<file path="src/rtl/av_wb_pkg.sv">
// Shared types for the Avalon-MM to pipelined Wishbone arbiter.
package av_wb_pkg;

  localparam int unsigned MAX_OUTSTANDING_DEF = 2;

  typedef logic req_id_t;

  typedef struct packed {
    req_id_t id;
    logic    we;
  } tag_t;

  typedef enum logic {
    IDLE = 1'b0,
    BUS  = 1'b1
  } state_t;

endpackage

</file>
<file path="src/rtl/av_wb_tag_fifo.sv">
// In-order record of issued transfers, popped as Wishbone acks return.
module av_wb_tag_fifo
  import av_wb_pkg::*;
#(
  parameter int unsigned DEPTH = MAX_OUTSTANDING_DEF
) (
  input  logic clk,
  input  logic rst_n,
  input  logic push,
  input  tag_t push_tag,
  input  logic pop,
  output tag_t head,
  output logic full,
  output logic empty
);

  localparam int unsigned PW = (DEPTH > 1) ? $clog2(DEPTH) : 1;
  localparam int unsigned CW = $clog2(DEPTH) + 1;

  logic [PW-1:0] wr_ptr_q, wr_ptr_d;
  logic [PW-1:0] rd_ptr_q, rd_ptr_d;
  logic [CW-1:0] cnt_q, cnt_d;
  tag_t          mem_q [DEPTH];
  logic          do_push, do_pop;

  assign full    = (cnt_q == CW'(DEPTH));
  assign empty   = (cnt_q == '0);
  assign do_push = push && !full;
  assign do_pop  = pop && !empty;
  assign head    = mem_q[rd_ptr_q];

  always_comb begin
    wr_ptr_d = wr_ptr_q;
    rd_ptr_d = rd_ptr_q;
    cnt_d    = cnt_q;
    if (do_push) begin
      wr_ptr_d = (wr_ptr_q == PW'(DEPTH - 1)) ? '0 : wr_ptr_q + PW'(1);
    end
    if (do_pop) begin
      rd_ptr_d = (rd_ptr_q == PW'(DEPTH - 1)) ? '0 : rd_ptr_q + PW'(1);
    end
    case ({do_push, do_pop})
      2'b10:   cnt_d = cnt_q + CW'(1);
      2'b01:   cnt_d = cnt_q - CW'(1);
      default: cnt_d = cnt_q;
    endcase
  end

  always_ff @(posedge clk or negedge rst_n) begin
    if (!rst_n) begin
      wr_ptr_q <= '0;
      rd_ptr_q <= '0;
      cnt_q    <= '0;
    end else begin
      wr_ptr_q <= wr_ptr_d;
      rd_ptr_q <= rd_ptr_d;
      cnt_q    <= cnt_d;
    end
  end

  // Storage needs no reset: the pointers alone decide what is live.
  always_ff @(posedge clk) begin
    if (do_push) begin
      mem_q[wr_ptr_q] <= push_tag;
    end
  end

endmodule

</file>
<file path="src/rtl/av_wb_arbiter.sv">
// Two Avalon-MM requesters sharing one pipelined Wishbone master port,
// round-robin arbitrated, with in-order read response routing.
module av_wb_arbiter
  import av_wb_pkg::*;
#(
  parameter int unsigned AW              = 32,
  parameter int unsigned DW              = 64,
  parameter int unsigned MAX_OUTSTANDING = MAX_OUTSTANDING_DEF
) (
  input  logic            clk,
  input  logic            rst_n,
  input  logic            av0_chipselect,
  input  logic            av0_read,
  input  logic            av0_write,
  input  logic [AW-1:0]   av0_address,
  input  logic [DW-1:0]   av0_writedata,
  input  logic [DW/8-1:0] av0_byteenable,
  output logic            av0_waitrequest,
  output logic [DW-1:0]   av0_readdata,
  output logic            av0_readdatavalid,
  input  logic            av1_chipselect,
  input  logic            av1_read,
  input  logic            av1_write,
  input  logic [AW-1:0]   av1_address,
  input  logic [DW-1:0]   av1_writedata,
  input  logic [DW/8-1:0] av1_byteenable,
  output logic            av1_waitrequest,
  output logic [DW-1:0]   av1_readdata,
  output logic            av1_readdatavalid,
  output logic            wb_cyc,
  output logic            wb_stb,
  output logic            wb_we,
  output logic [AW-1:0]   wb_adr,
  output logic [DW-1:0]   wb_dat_o,
  output logic [DW/8-1:0] wb_sel,
  input  logic [DW-1:0]   wb_dat_i,
  input  logic            wb_ack,
  input  logic            wb_stall,
  output logic            err_ack
);

  localparam int unsigned CW = $clog2(MAX_OUTSTANDING) + 1;

  state_t        state_q, state_d;
  logic [CW-1:0] count_q, count_d;
  req_id_t       last_grant_q, last_grant_d;
  logic          err_ack_q, err_ack_d;
  logic          run_q;

  logic    av0_valid, av1_valid, any_valid;
  req_id_t grant;
  logic    issue, ack_ok;
  tag_t    head_tag;
  logic    fifo_full, fifo_empty;

  assign av0_valid = av0_chipselect && (av0_read || av0_write);
  assign av1_valid = av1_chipselect && (av1_read || av1_write);
  assign any_valid = av0_valid || av1_valid;

  always_comb begin
    if (av0_valid && av1_valid) begin
      grant = ~last_grant_q;
    end else if (av1_valid) begin
      grant = 1'b1;
    end else begin
      grant = 1'b0;
    end
  end

  // FIFO occupancy and count_q always agree; run_q keeps the bus quiet
  // while reset is held and until the first clock after its release.
  assign wb_stb = run_q && any_valid && !fifo_full;
  assign issue  = wb_stb && !wb_stall;
  assign ack_ok = wb_ack && !fifo_empty;
  assign wb_cyc = (state_q == BUS) || wb_stb;

  always_comb begin
    wb_we    = 1'b0;
    wb_adr   = '0;
    wb_dat_o = '0;
    wb_sel   = '0;
    if (wb_stb) begin
      if (grant == 1'b1) begin
        wb_we    = av1_write;
        wb_adr   = av1_address;
        wb_dat_o = av1_writedata;
        wb_sel   = av1_byteenable;
      end else begin
        wb_we    = av0_write;
        wb_adr   = av0_address;
        wb_dat_o = av0_writedata;
        wb_sel   = av0_byteenable;
      end
    end
  end

  assign av0_waitrequest = av0_valid && !(issue && (grant == 1'b0));
  assign av1_waitrequest = av1_valid && !(issue && (grant == 1'b1));

  assign av0_readdatavalid = ack_ok && !head_tag.we && (head_tag.id == 1'b0);
  assign av1_readdatavalid = ack_ok && !head_tag.we && (head_tag.id == 1'b1);
  assign av0_readdata      = av0_readdatavalid ? wb_dat_i : '0;
  assign av1_readdata      = av1_readdatavalid ? wb_dat_i : '0;
  assign err_ack           = err_ack_q;

  av_wb_tag_fifo #(
    .DEPTH(MAX_OUTSTANDING)
  ) u_tag_fifo (
    .clk     (clk),
    .rst_n   (rst_n),
    .push    (issue),
    .push_tag('{id: grant, we: wb_we}),
    .pop     (ack_ok),
    .head    (head_tag),
    .full    (fifo_full),
    .empty   (fifo_empty)
  );

  always_comb begin
    count_d      = count_q;
    state_d      = state_q;
    last_grant_d = issue ? grant : last_grant_q;
    err_ack_d    = err_ack_q || (wb_ack && (count_q == '0));
    case ({issue, ack_ok})
      2'b10:   count_d = count_q + CW'(1);
      2'b01:   count_d = count_q - CW'(1);
      default: count_d = count_q;
    endcase
    case (state_q)
      IDLE:    if (issue) state_d = BUS;
      BUS:     if (!issue && (count_d == '0)) state_d = IDLE;
      default: state_d = IDLE;
    endcase
  end

  always_ff @(posedge clk or negedge rst_n) begin
    if (!rst_n) begin
      state_q      <= IDLE;
      count_q      <= '0;
      last_grant_q <= 1'b1;
      err_ack_q    <= 1'b0;
      run_q        <= 1'b0;
    end else begin
      state_q      <= state_d;
      count_q      <= count_d;
      last_grant_q <= last_grant_d;
      err_ack_q    <= err_ack_d;
      run_q        <= 1'b1;
    end
  end

endmodule

</file>
<file path="config.mk">
export PLATFORM = sky130hd
export DESIGN_NAME = av_wb_arbiter
export DESIGN_NICKNAME = d
export VERILOG_FILES = /design/src/rtl/av_wb_pkg.sv /design/src/rtl/av_wb_tag_fifo.sv /design/src/rtl/av_wb_arbiter.sv
export SDC_FILE = /design/constraint.sdc
export NUM_CORES = 1
export LEC_CHECK = 0
export CAP_MARGIN = 20
export CORE_AREA = 2 2 203 205
export CTS_CLUSTER_DIAMETER = 120
export DETAILED_ROUTE_END_ITERATION = 16
export DIE_AREA = 0 0 205 207
export GPL_ROUTABILITY_DRIVEN = 1
export REMOVE_ABC_BUFFERS = 1
export SETUP_SLACK_MARGIN = 0.3
export SYNTH_ARGS = -nofsm -noshare
export SYNTH_HDL_FRONTEND = slang
export SYNTH_SLANG_ARGS = --single-unit
</file>
<file path="constraint.sdc">
create_clock -name clk -period 2.8 [get_ports clk]
set_input_delay 0.7 -clock clk [delete_from_list [all_inputs] [get_ports clk]]
set_output_delay 0.7 -clock clk [all_outputs]
set_load 0.05 [all_outputs]
</file>
==> run summary, run 1 <==
Synth Area in Adders -> 0.6748%
Most common flop cell mapped by yosys -> dfrtp_1
Total GRT Usage -> 15.46%
Data required, critical path -> 2.10 ns
Fin cells -> 1,700
Slowest cell on the critical path -> o22ai_4
EDFF count, synth -> 4
Dpl cell area -> 0.01179 mm²
Post-synth top area share -> 28.34%
Synth Area in XOR/XNOR -> 2.126%
Buf/Inv on CP -> 7
Leak -> 5.583 nW
Largest family of logic cells by synthesized area -> simple AND/OR/NAND/NOR gates
Nets -> 1,453
CTS root buffer -> clkbuf_16
CP Capture Type -> primary output
Worst path cell trace -> buf_8 > o21ai_2 > buf_6 > o21ai_4 > buf_6 > buf_16 > buf_6 > buf_16 > o22ai_4 > buf_12
VDD IR max -> 0.3728 mV
Post-synth cell types -> 38
1st-iter DRT viols -> 290
Residual DRC -> 0
DR WL/cell -> 20.67 µm
IO Pins -> 522
Top delay family on crit path -> buffers and inverters
Post-synth ARST share -> 71.43%
Actual slew at the worst max-slew pin -> 0.5911 ns
Setup-failing EPs final -> 0
Synth Area in Compound Gates -> 20.82%
Via count -> 7,183
Vias per cell -> 4.225
Post-synth top area cell -> nand3_1
Rows -> 74
First-pass detailed-route iteration total -> 5
GR Overflow Total -> 0
Synthesized flop and latch total -> 14
Status -> finished, final reports clean
Die H -> 207 µm
Hold Vio Cnt, Final -> 0
Final Slew Violations -> 0
Htree depth -> 1
Max Clk Rate -> 0.3641 GHz
Rel. slew slack -> 60.47%
Mux cell area share after synthesis -> 0.6748%
Max incr delay on CP -> 0.20 ns
Period minus WS final -> 2.747 ns
Cts bufs inserted -> 3
Final instance area -> 0.01530 mm²
Die width -> 205 µm
Core Util, Final -> 37.90%
Tcrit/Tclk final -> 98.10%
N_diodes -> 0
RSZ-0062 raised after global routing -> yes
Max Cap Viol -> 0
Maximum buffer depth of the clock tree -> 2
GP Congestion -> 0.8709
Synthesized area per cell -> 6.243 µm²
Reg-to-reg slack, setup -> 0.88 ns
Hold crit path type -> reg2reg
Initial cell density of the core -> 9.187%
Clock Sinks -> 14
Initial antenna violation count -> 1
Core Area -> 0.04037 mm²
Largest net degree at the start of global routing -> 64
Critical path arrival -> 2.05 ns
Placed cell count -> 1,619
Critical Path Start Type -> input pin
Cells after synthesis -> 594
Register area share after synthesis -> 10.02%
Dpl hpwl -> 23,870 µm
PortBufs -> 521
Crit-path most repeated cell -> buf_6
First-pass GRT wire length -> 49,710 µm
Post-Syn Area -> 0.003709 mm²
Worst Skew -> 0.005341 ns
Later-pin clock latency in the skew report -> 0.25 ns
CTS tree -> built
Synth Area in Simple Gates -> 52.94%
Layout area overhead -> 312.6%
Drt total wl -> 35,130 µm
Clk pin slew, worst setup/hold paths -> 0.05 ns
Vias in the first global route -> 7,550
Post-route ant nets -> 0
Synth top area cells -> nand3_1, and2_1, o22ai_1
Worst-path fanout max -> 8
Fraction of layout cells with a size suffix above 1 -> 50.26%
Critical path type -> in2out
Pwr/cell area -> 565.9 mW/mm²
Die ar. -> 0.04244 mm²
Number of synthesis warnings -> 0
Design Power -> 8.658 mW
## timing repair
| item | in CTS | in global routing |
|---|---|---|
| setup endpoints to repair | 239 | 238 |
| hold buffers | 0 | 0 |
| setup buffers | 34 | 13 |
| gates cloned | 27 | 3 |
| gates resized for setup | 384 | 66 |
| pin swaps | 124 | 25 |
## Yosys cell counts (2+ instances only)
master,instances
nand3_1,210
buf_6,10
nor3b_1,2
nand2b_1,3
dfrtp_1,9
edfxtp_1,4
ha_1,2
inv_1,4
buf_4,5
buf_2,36
o22ai_1,104
o21ai_2,2
nor2_1,7
and2_1,128
o21ai_0,2
xor2_1,2
nand2_1,3
o21a_1,3
o211ai_1,2
clkbuf_1,28
buf_1,5
xnor2_1,7
## state kept, by name, indices dropped and copies added (netlist names)
name / cells
u_tag_fifo.wr_ptr_q: 1
u_tag_fifo.rd_ptr_q: 1
state_q: 1
u_tag_fifo.cnt_q: 2
u_tag_fifo.mem_q: 4
count_q: 2
run_q: 1
last_grant_q: 1
err_ack: 1
## cell type report
type / count / area (µm²)
timing repair buffer: 654 / 9558
tap: 532 / 665.6
fill: 3841 / 25070
multi-input combinational: 492 / 4597
inverter: 4 / 15.01
sequential: 14 / 376.6
clock buffer: 4 / 88.84
## routing by layer
metal | vias to the layer above | global-route usage [%] | wire length [µm] | share of wire [%]
li1 | 3322 | - | - | -
met3 | 55 | 3.021 | 2501 | 7.1
met2 | 396 | 29.18 | 18620 | 53
met1 | 3410 | 16.99 | 12810 | 36
met4 | 0 | 5.185 | 1195 | 3.4
met5 | - | 0 | 0 | 0
## worst reg2reg max path, stage by stage, from the launching register on
cell,delay (ns)
dfrtp_4,0.44
buf_16,0.19
nor2b_1,0.17
buf_4,0.16
buf_4,0.11
o211ai_2,0.08
ha_1,0.35
nor3b_1,0.20
o21ai_0,0.11
## through the flow
step                      worst slack [ns]  hold WS [ns]  TNS [ns]
after floorplan                     -3.857        0.4044   -535.70
after global placement             -0.3431        0.4576    -41.44
after detailed placement           -0.3074        0.4577    -38.63
after CTS                          0.04780        0.4739         0
after global routing              0.007715        0.5155         0
final                              0.05330        0.4700         0
## cell usage in the layout, fill, tap and decap left out, types with 2 or more instances in the layout
master	instances
clkdlybuf4s50_1	274
buf_12	241
nand3_1	207
o22ai_4	104
and2_4	79
buf_6	51
and2_1	49
buf_4	41
buf_16	31
buf_8	8
xnor2_1	7
dfrtp_1	7
nor2_1	6
clkbuf_16	6
inv_1	4
edfxtp_1	4
nand3_2	3
buf_2	3
o211ai_1	2
o21a_1	2
o21ai_4	2
xor2_1	2
nor3_4	2
nor3b_1	2
nand2b_1	2
o21ai_0	2
ha_1	2
## path summary, 6_finish.rpt
path | from | to | cells after the start
setup reg to reg | run_q$_DFF_PN0_ | state_q$_DFF_PN0_ | 8
max in group asynchronous | rst_n | run_q$_DFF_PN0_ | 1
hold / removal | err_ack$_DFF_PN0_ | err_ack$_DFF_PN0_ | 1
min in group asynchronous | rst_n | err_ack$_DFF_PN0_ | 1
hold reg to reg | err_ack$_DFF_PN0_ | err_ack$_DFF_PN0_ | 1
setup / recovery | av1_write | wb_adr[20] | 10
## power by group
group / internal, mW / switching [mW] / leakage [nW] / total (mW)
registers: 0.291 / 0.0749 / 0.149 / 0.366
clock network: 0.217 / 0.0937 / 0.0442 / 0.311
logic: 3.83 / 4.15 / 5.39 / 7.98
## cell families (layout without fill, tap and decap cells)
family,Yosys count,in the layout
compound gates,120,120
xor+xnor,9,9
fa+ha+maj,2,2
buf+inv,88,662
flops,14,14
mux,2,2
other cells,1,1
simple gates,358,358
Note: power is estimated with default switching activity, not from simulation.
==> inputs of run 2 (changes only) <==
CAP_MARGIN = 25   (was 20)
GPL_TIMING_DRIVEN = 0   (was not set)
==> run summary, run 2 (same netlist as run 1, synthesis figures left out) <==
Post-route worst setup slack -> 0.01399 ns (was 0.05330 ns)
Rows -> 74 (unchanged)
CTS root buffer -> clkbuf_16 (unchanged)
Post-route ant nets -> 0 (unchanged)
Largest register FFs -> 4 (unchanged)
Dpl cell area -> 0.009409 mm² (was 0.01179 mm²)
Dpl ws -> -1.629 ns (was -0.3074 ns)
Final Slew Violations -> 0 (unchanged)
Tcrit/Tclk final -> 99.50% (was 98.10%)
Dpl hpwl -> 20,470 µm (was 23,870 µm)
Vias in the first global route -> 7,075 (was 7,550)
Vias per cell -> 4.358 (was 4.225)
Status -> finished, final reports clean (unchanged)
Cts bufs inserted -> 3 (unchanged)
1st-iter DRT viols -> 438 (was 290)
Rel. slew slack -> 60.07% (was 60.47%)
Via count -> 7,396 (was 7,183)
Largest Register -> u_tag_fifo.mem_q (unchanged)
Commonest non-fill, non-tap cells in the layout -> clkdlybuf4s50_1, nand3_1, buf_8 (was clkdlybuf4s50_1, buf_12, nand3_1)
PortBufs -> 521 (unchanged)
Die ar. -> 0.04244 mm² (unchanged)
Layout area overhead -> 276.3% (was 312.6%)
CTS tree -> built (unchanged)
Total GRT Usage -> 14.22% (was 15.46%)
Critical path arrival -> 2.09 ns (was 2.05 ns)
Data required, critical path -> 2.10 ns (about the same)
Maximum buffer depth of the clock tree -> 2 (unchanged)
Core Area -> 0.04037 mm² (unchanged)
Actual slew at the worst max-slew pin -> 0.5970 ns (was 0.5911 ns)
N_diodes -> 0 (unchanged)
Critical Path Start Type -> input pin (unchanged)
Fillers -> 3,972 (was 3,841)
Max Cap Viol -> 0 (unchanged)
VDD IR max -> 0.3272 mV (was 0.3728 mV)
Worst-path fanout max -> 5 (was 8)
GP Congestion -> 0.8156 (was 0.8709)
Reg2Reg Depth -> 7 (was 8)
Period minus WS final -> 2.786 ns (was 2.747 ns)
Hold crit path type -> reg2reg (unchanged)
Initial antenna violation count -> 0 (was 1)
First-pass detailed-route iteration total -> 5 (unchanged)
Initial cell density of the core -> 9.187% (unchanged)
Nets -> 1,450 (was 1,453)
Hold Vio Cnt, Final -> 0 (unchanged)
CP Capture Type -> primary output (unchanged)
Later-pin clock latency in the skew report -> 0.25 ns (about the same)
Most common cell after layout, fill and taps aside -> clkdlybuf4s50_1 (unchanged)
Hold_buf cts -> 0 (unchanged)
Setup-failing EPs final -> 0 (unchanged)
GR Overflow Total -> 0 (unchanged)
Largest registers -> u_tag_fifo.mem_q (4), count_q (2), u_tag_fifo.cnt_q (2) (unchanged)
Critical path type -> in2out (unchanged)
Max Clk Rate -> 0.3589 GHz (was 0.3641 GHz)
Worst Skew -> 0.01260 ns (was 0.005341 ns)
Final instance area -> 0.01396 mm² (was 0.01530 mm²)
Largest net degree at the start of global routing -> 71 (was 64)
Clk pin slew, worst setup/hold paths -> 0.06 ns (was 0.05 ns)
Htree depth -> 1 (unchanged)
Pwr/cell area -> 585.4 mW/mm² (was 565.9 mW/mm²)
Die H -> 207 µm (unchanged)
Clock Sinks -> 14 (unchanged)
IO Pins -> 522 (unchanged)
Leak -> 5.323 nW (was 5.583 nW)
Design Power -> 8.170 mW (was 8.658 mW)
Worst hold stages -> 1 (unchanged)
Fraction of layout cells with a size suffix above 1 -> 53.13% (was 50.26%)
Drt total wl -> 36,150 µm (was 35,130 µm)
Die width -> 205 µm (unchanged)
RSZ-0062 raised after global routing -> yes (unchanged)
Residual DRC -> 0 (unchanged)
First-pass GRT wire length -> 45,750 µm (was 49,710 µm)
DR WL/cell -> 21.30 µm (was 20.67 µm)
run 2: metal layers:
layer / share of wire [%] / up-vias / track usage [%]
li1: - / 3342 / -
met1: 37 / 3544 / 15.99
met2: 52 / 446 / 26.77
met3: 7.5 / 64 / 2.313
met4: 3.4 / 0 / 4.713
met5: 0 / - / 0
run 2: worst max-delay path: stages:
cell and delay, ns:
buf_8 0.10, o211ai_1 0.24, buf_4 0.19, nand2_8 0.09, buf_6 0.13, buf_12 0.11, buf_16 0.14, o22ai_4 0.17
buf_6 0.20
run 2: power breakdown:
group	leakage (nW)	internal, mW	switching [mW]
Clock	0.0385	0.190	0.0994
Combinational	5.14	3.36	4.14
Sequential	0.147	0.294	0.0814
run 2: what timing repair did:
item	CTS	global route
setup endpoints to repair	245	239
pin swaps	69	62
cloned	32	14
gates resized for setup	1613	681
setup buffers	57	17
run 2: final timing paths:
check                                  start                               to  slack, ns
max in group asynchronous              rst_n  u_tag_fifo.cnt_q[0]$_DFFE_PN0P_       1.54
setup / recovery                    av0_read                       wb_adr[21]       0.01
min in group asynchronous              rst_n                err_ack$_DFF_PN0_       0.82
hold / removal             err_ack$_DFF_PN0_                err_ack$_DFF_PN0_       0.47
setup reg to reg             run_q$_DFF_PN0_                state_q$_DFF_PN0_       0.79
hold reg to reg            err_ack$_DFF_PN0_                err_ack$_DFF_PN0_       0.47
run 2: cell type report:
class	count	area (µm²)	area share, %
Tap cell	532	665.6	4.769
Sequential cell	14	379.1	2.716
Inverter	4	15.01	0.1076
Timing Repair Buffer	646	8187	58.66
Clock inverter	1	3.754	0.02689
Multi-Input combinational cell	497	4632	33.19
Clock buffer	3	75.07	0.5379
run 2: per-stage QoR:
| step | utilization (%) | std cells | TNS (ns) | hold slack [ns] |
|---|---|---|---|---|
| global placement | 22.63 | 1563 | -966.61 | 0.4558 |
| floorplan | - | 510 | -535.70 | 0.4044 |
| finish | 34.57 | 1697 | 0 | 0.4716 |
| global route | 34.57 | 1697 | -0.7862 | 0.4847 |
| CTS | 28.85 | 1666 | -0.02020 | 0.4742 |
| detailed placement | 23.31 | 1573 | -274.86 | 0.4535 |
==> inputs of run 3 (changes only) <==
CORE_AREA = 2 2 200 202   (was 2 2 203 205)
DIE_AREA = 0 0 202 204   (was 0 0 205 207)
REMOVE_ABC_BUFFERS = not set   (was 1)
SYNTH_HIERARCHICAL = 1   (was not set)
==> run summary, run 3 <==
Post-synth top area cell -> a22o_1 (was nand3_1)
Origin of the critical flop-to-flop path -> u_tag_fifo/cnt_q[1]$_DFFE_PN0P_ (was run_q$_DFF_PN0_)
Cts bufs inserted -> 3 (unchanged)
Design Power -> 6.301 mW (was 8.170 mW)
IO Pins -> 522 (unchanged)
Worst Min Path Start -> err_ack$_DFF_PN0_ (unchanged)
Via count -> 5,194 (was 7,396)
Setup-failing EPs final -> 22 (was 0)
CTS root buffer -> clkbuf_16 (unchanged)
Largest registers -> u_tag_fifo/mem_q (4), count_q (2), u_tag_fifo/cnt_q (2) (was u_tag_fifo.mem_q (4), count_q (2), u_tag_fifo.cnt_q (2))
Fillers -> 3,947 (was 3,972)
Met2 Usage GRT -> 20.42% (was 26.77%)
CP Launch Point -> av1_read (was av0_read)
Hold Vio Cnt, Final -> 0 (unchanged)
Tcrit/Tclk final -> 102.5% (was 99.50%)
Initial cell density of the core -> 6.754% (was 9.187%)
Worst Skew -> 0.001272 ns (was 0.01260 ns)
Drt total wl -> 27,710 µm (was 36,150 µm)
Crit-path most repeated cell -> buf_12 (was buf_6)
Htree depth -> 1 (unchanged)
Violated checks -> negative setup slack
Worst path cell trace -> buf_8 > or2_4 > a211oi_4 > buf_12 > buf_12 > buf_12 > buf_16 > a22o_4 > buf_8 (was buf_8 > o211ai_1 > buf_4 > nand2_8 > buf_6 > buf_12 > buf_16 > o22ai_4 > buf_6)
Largest Register -> u_tag_fifo/mem_q (was u_tag_fifo.mem_q)
Most common cell after layout, fill and taps aside -> clkdlybuf4s50_1 (unchanged)
Nets -> 1,203 (was 1,450)
1st-iter DRT viols -> 177 (was 438)
Initial antenna violation count -> 2 (was 0)
Post-Syn Area -> 0.002646 mm² (was 0.003709 mm²)
Critical Path Start Type -> input pin (unchanged)
Post-route worst setup slack -> -0.07084 ns (was 0.01399 ns)
CTS tree -> built (unchanged)
Total GRT Usage -> 11.01% (was 14.22%)
Most common flop cell mapped by yosys -> dfrtp_1 (unchanged)
Final Slew Violations -> 0 (unchanged)
Met1 Use GR -> 12.50% (was 15.99%)
Later-pin clock latency in the skew report -> 0.24 ns (was 0.25 ns)
First-pass GRT wire length -> 33,870 µm (was 45,750 µm)
Post-Synthesis Net Count -> 621
Dpl hpwl -> 21,330 µm (was 20,470 µm)
DR WL/cell -> 19.20 µm (was 21.30 µm)
Synthesized flop and latch total -> 14 (unchanged)
Hold slack -> 0.4513 ns (was 0.4716 ns)
Vias per cell -> 3.599 (was 4.358)
VDD IR max -> 0.2562 mV (was 0.3272 mV)
Die width -> 202 µm (was 205 µm)
Slowest cell on the critical path -> or2_4 (was o211ai_1)
Fraction of layout cells with a size suffix above 1 -> 64.71% (was 53.13%)
Rows -> 73 (was 74)
Layout area overhead -> 356.1% (was 276.3%)
CP Capture Type -> primary output (unchanged)
RSZ-0062 raised after global routing -> yes (unchanged)
Largest register FFs -> 4 (unchanged)
Die H -> 204 µm (was 207 µm)
Hold crit path type -> reg2reg (unchanged)
EDFF count, synth -> 4 (unchanged)
Clk pin slew, worst setup/hold paths -> 0.04 ns (was 0.06 ns)
Number of synthesis warnings -> 6 (was 0)
Data required, critical path -> 2.10 ns (about the same)
Maximum buffer depth of the clock tree -> 2 (unchanged)
Residual DRC -> 0 (unchanged)
Vias in the first global route -> 5,301 (was 7,075)
GP Congestion -> 0.8005 (was 0.8156)
Most used routing layer -> met2 (unchanged)
Synthesized area per cell -> 7.852 µm² (was 6.243 µm²)
Post-synth cell types -> 41 (was 38)
Max Cap Viol -> 0 (unchanged)
Critical path type -> in2out (unchanged)
Post-route ant nets -> 0 (unchanged)
Top post-synthesis cells by count -> and2_1, a22o_1, clkbuf_1 (was nand3_1, and2_1, o22ai_1)
Worst-path fanout max -> 6 (was 5)
Core Area -> 0.03918 mm² (was 0.04037 mm²)
Register area share after synthesis -> 14.04% (was 10.02%)
Cells after synthesis -> 337 (was 594)
Post-synth ARST share -> 71.43% (unchanged)
PortBufs -> 521 (unchanged)
Met3 GRT Util -> 2.392% (was 2.313%)
Post-synth top area share -> 34.42% (was 28.34%)
N_diodes -> 0 (unchanged)
GR Overflow Total -> 0 (unchanged)
Max Clk Rate -> 0.3483 GHz (was 0.3589 GHz)
Largest net degree at the start of global routing -> 11 (was 71)
Pwr/cell area -> 522.1 mW/mm² (was 585.4 mW/mm²)
Max incr delay on CP -> 0.26 ns (was 0.24 ns)
Period minus WS final -> 2.871 ns (was 2.786 ns)
Clock Sinks -> 14 (unchanged)
Status -> complete, but fails checks (was finished, final reports clean)
Most numerous cell in the Yosys netlist -> and2_1 (was nand3_1)
Commonest non-fill, non-tap cells in the layout -> clkdlybuf4s50_1, buf_8, and2_4 (was clkdlybuf4s50_1, nand3_1, buf_8)
Leak -> 5.278 nW (was 5.323 nW)
Synth top area cells -> a22o_1, and2_1, dfrtp_1 (was nand3_1, and2_1, o22ai_1)
Critical path arrival -> 2.17 ns (was 2.09 ns)
First-pass detailed-route iteration total -> 4 (was 5)
Die ar. -> 0.04121 mm² (was 0.04244 mm²)
[run 3: cell families after synthesis]
| group | after synthesis | synth area share, % |
|---|---|---|
| buffers and inverters | 40 | 7.234 |
| and+or+nand+nor | 152 | 35.51 |
| other | 1 | 0.1417 |
| AOI/OAI and AO/OA | 117 | 38.30 |
| adders and majority gates | 2 | 0.9455 |
| xor gates and xnor gates | 9 | 2.979 |
| DFF | 14 | 14.04 |
| muxes | 2 | 0.8510 |
[run 3: power by group]
group | total [mW] | internal, mW | switching (mW) | leakage, nW
combinational | 5.67 | 2.81 | 2.86 | 5.09
sequential | 0.361 | 0.289 | 0.0721 | 0.150
clock | 0.267 | 0.188 | 0.0782 | 0.0385
[run 3: final timing paths]
kind                                              endpoint  slack (ns)  depth (start not counted)
max                                           wb_dat_o[51]       -0.07                          9
min                                      err_ack$_DFF_PN0_        0.45                          1
max reg2reg                              state_q$_DFF_PN0_        0.28                         10
min reg2reg                              err_ack$_DFF_PN0_        0.45                          1
max in group asynchronous         last_grant_q$_DFFE_PN1P_        1.68                          1
min in group asynchronous  u_tag_fifo/rd_ptr_q$_DFFE_PN0P_        0.78                          1
[run 3: critical path, delay by kind of cell]
kind | cells | cell delay [ns]
compound gates | 2 | 0.40
simple gates | 1 | 0.26
buf+inv | 6 | 0.81
[run 3: area by class of cell]
class / count / area, µm² / area share, %
Multi-Input combinational cell: 283 / 3197 / 26.49
Timing Repair Buffer: 577 / 7112 / 58.93
Clock buffer: 3 / 75.07 / 0.6220
Tap cell: 525 / 656.9 / 5.443
Clock inverter: 1 / 3.754 / 0.03110
Sequential cell: 14 / 371.6 / 3.079
Inverter: 3 / 11.26 / 0.09330
Buffer: 37 / 641.9 / 5.318
[run 3: what timing repair did]
action / 4_1_cts / 5_1_grt
cloned: 12 / 12
pin swaps: 54 / 70
setup buffers: 17 / 15
setup endpoints to repair: 246 / 241
gates resized for setup: 1867 / 409
hold buffers: 0 / 0
[run 3: routing by layer]
metal / vias to the layer above / part of all wire, % / routed length (µm)
li1: 2404 / - / -
met1: 2416 / 38 / 10510
met2: 342 / 52 / 14360
met3: 32 / 7.6 / 2118
met4: 0 / 2.6 / 719
met5: - / 0 / 0
[run 3: through the flow]
stage / std cells / setup slack [ns] / cell area (µm²) / setup TNS, ns / util, %
detailed placement: 1383 / -1.993 / 8897 / -361.90 / 22.71
CTS: 1416 / -0.06246 / 10420 / -0.4761 / 26.60
finish: 1443 / -0.07084 / 12070 / -0.4913 / 30.80
global placement: 1383 / -1.955 / 8897 / -357.95 / 22.71
global route: 1443 / -0.1033 / 12070 / -1.928 / 30.80
floorplan: 337 / 0.2052 / 3025 / 0 / -
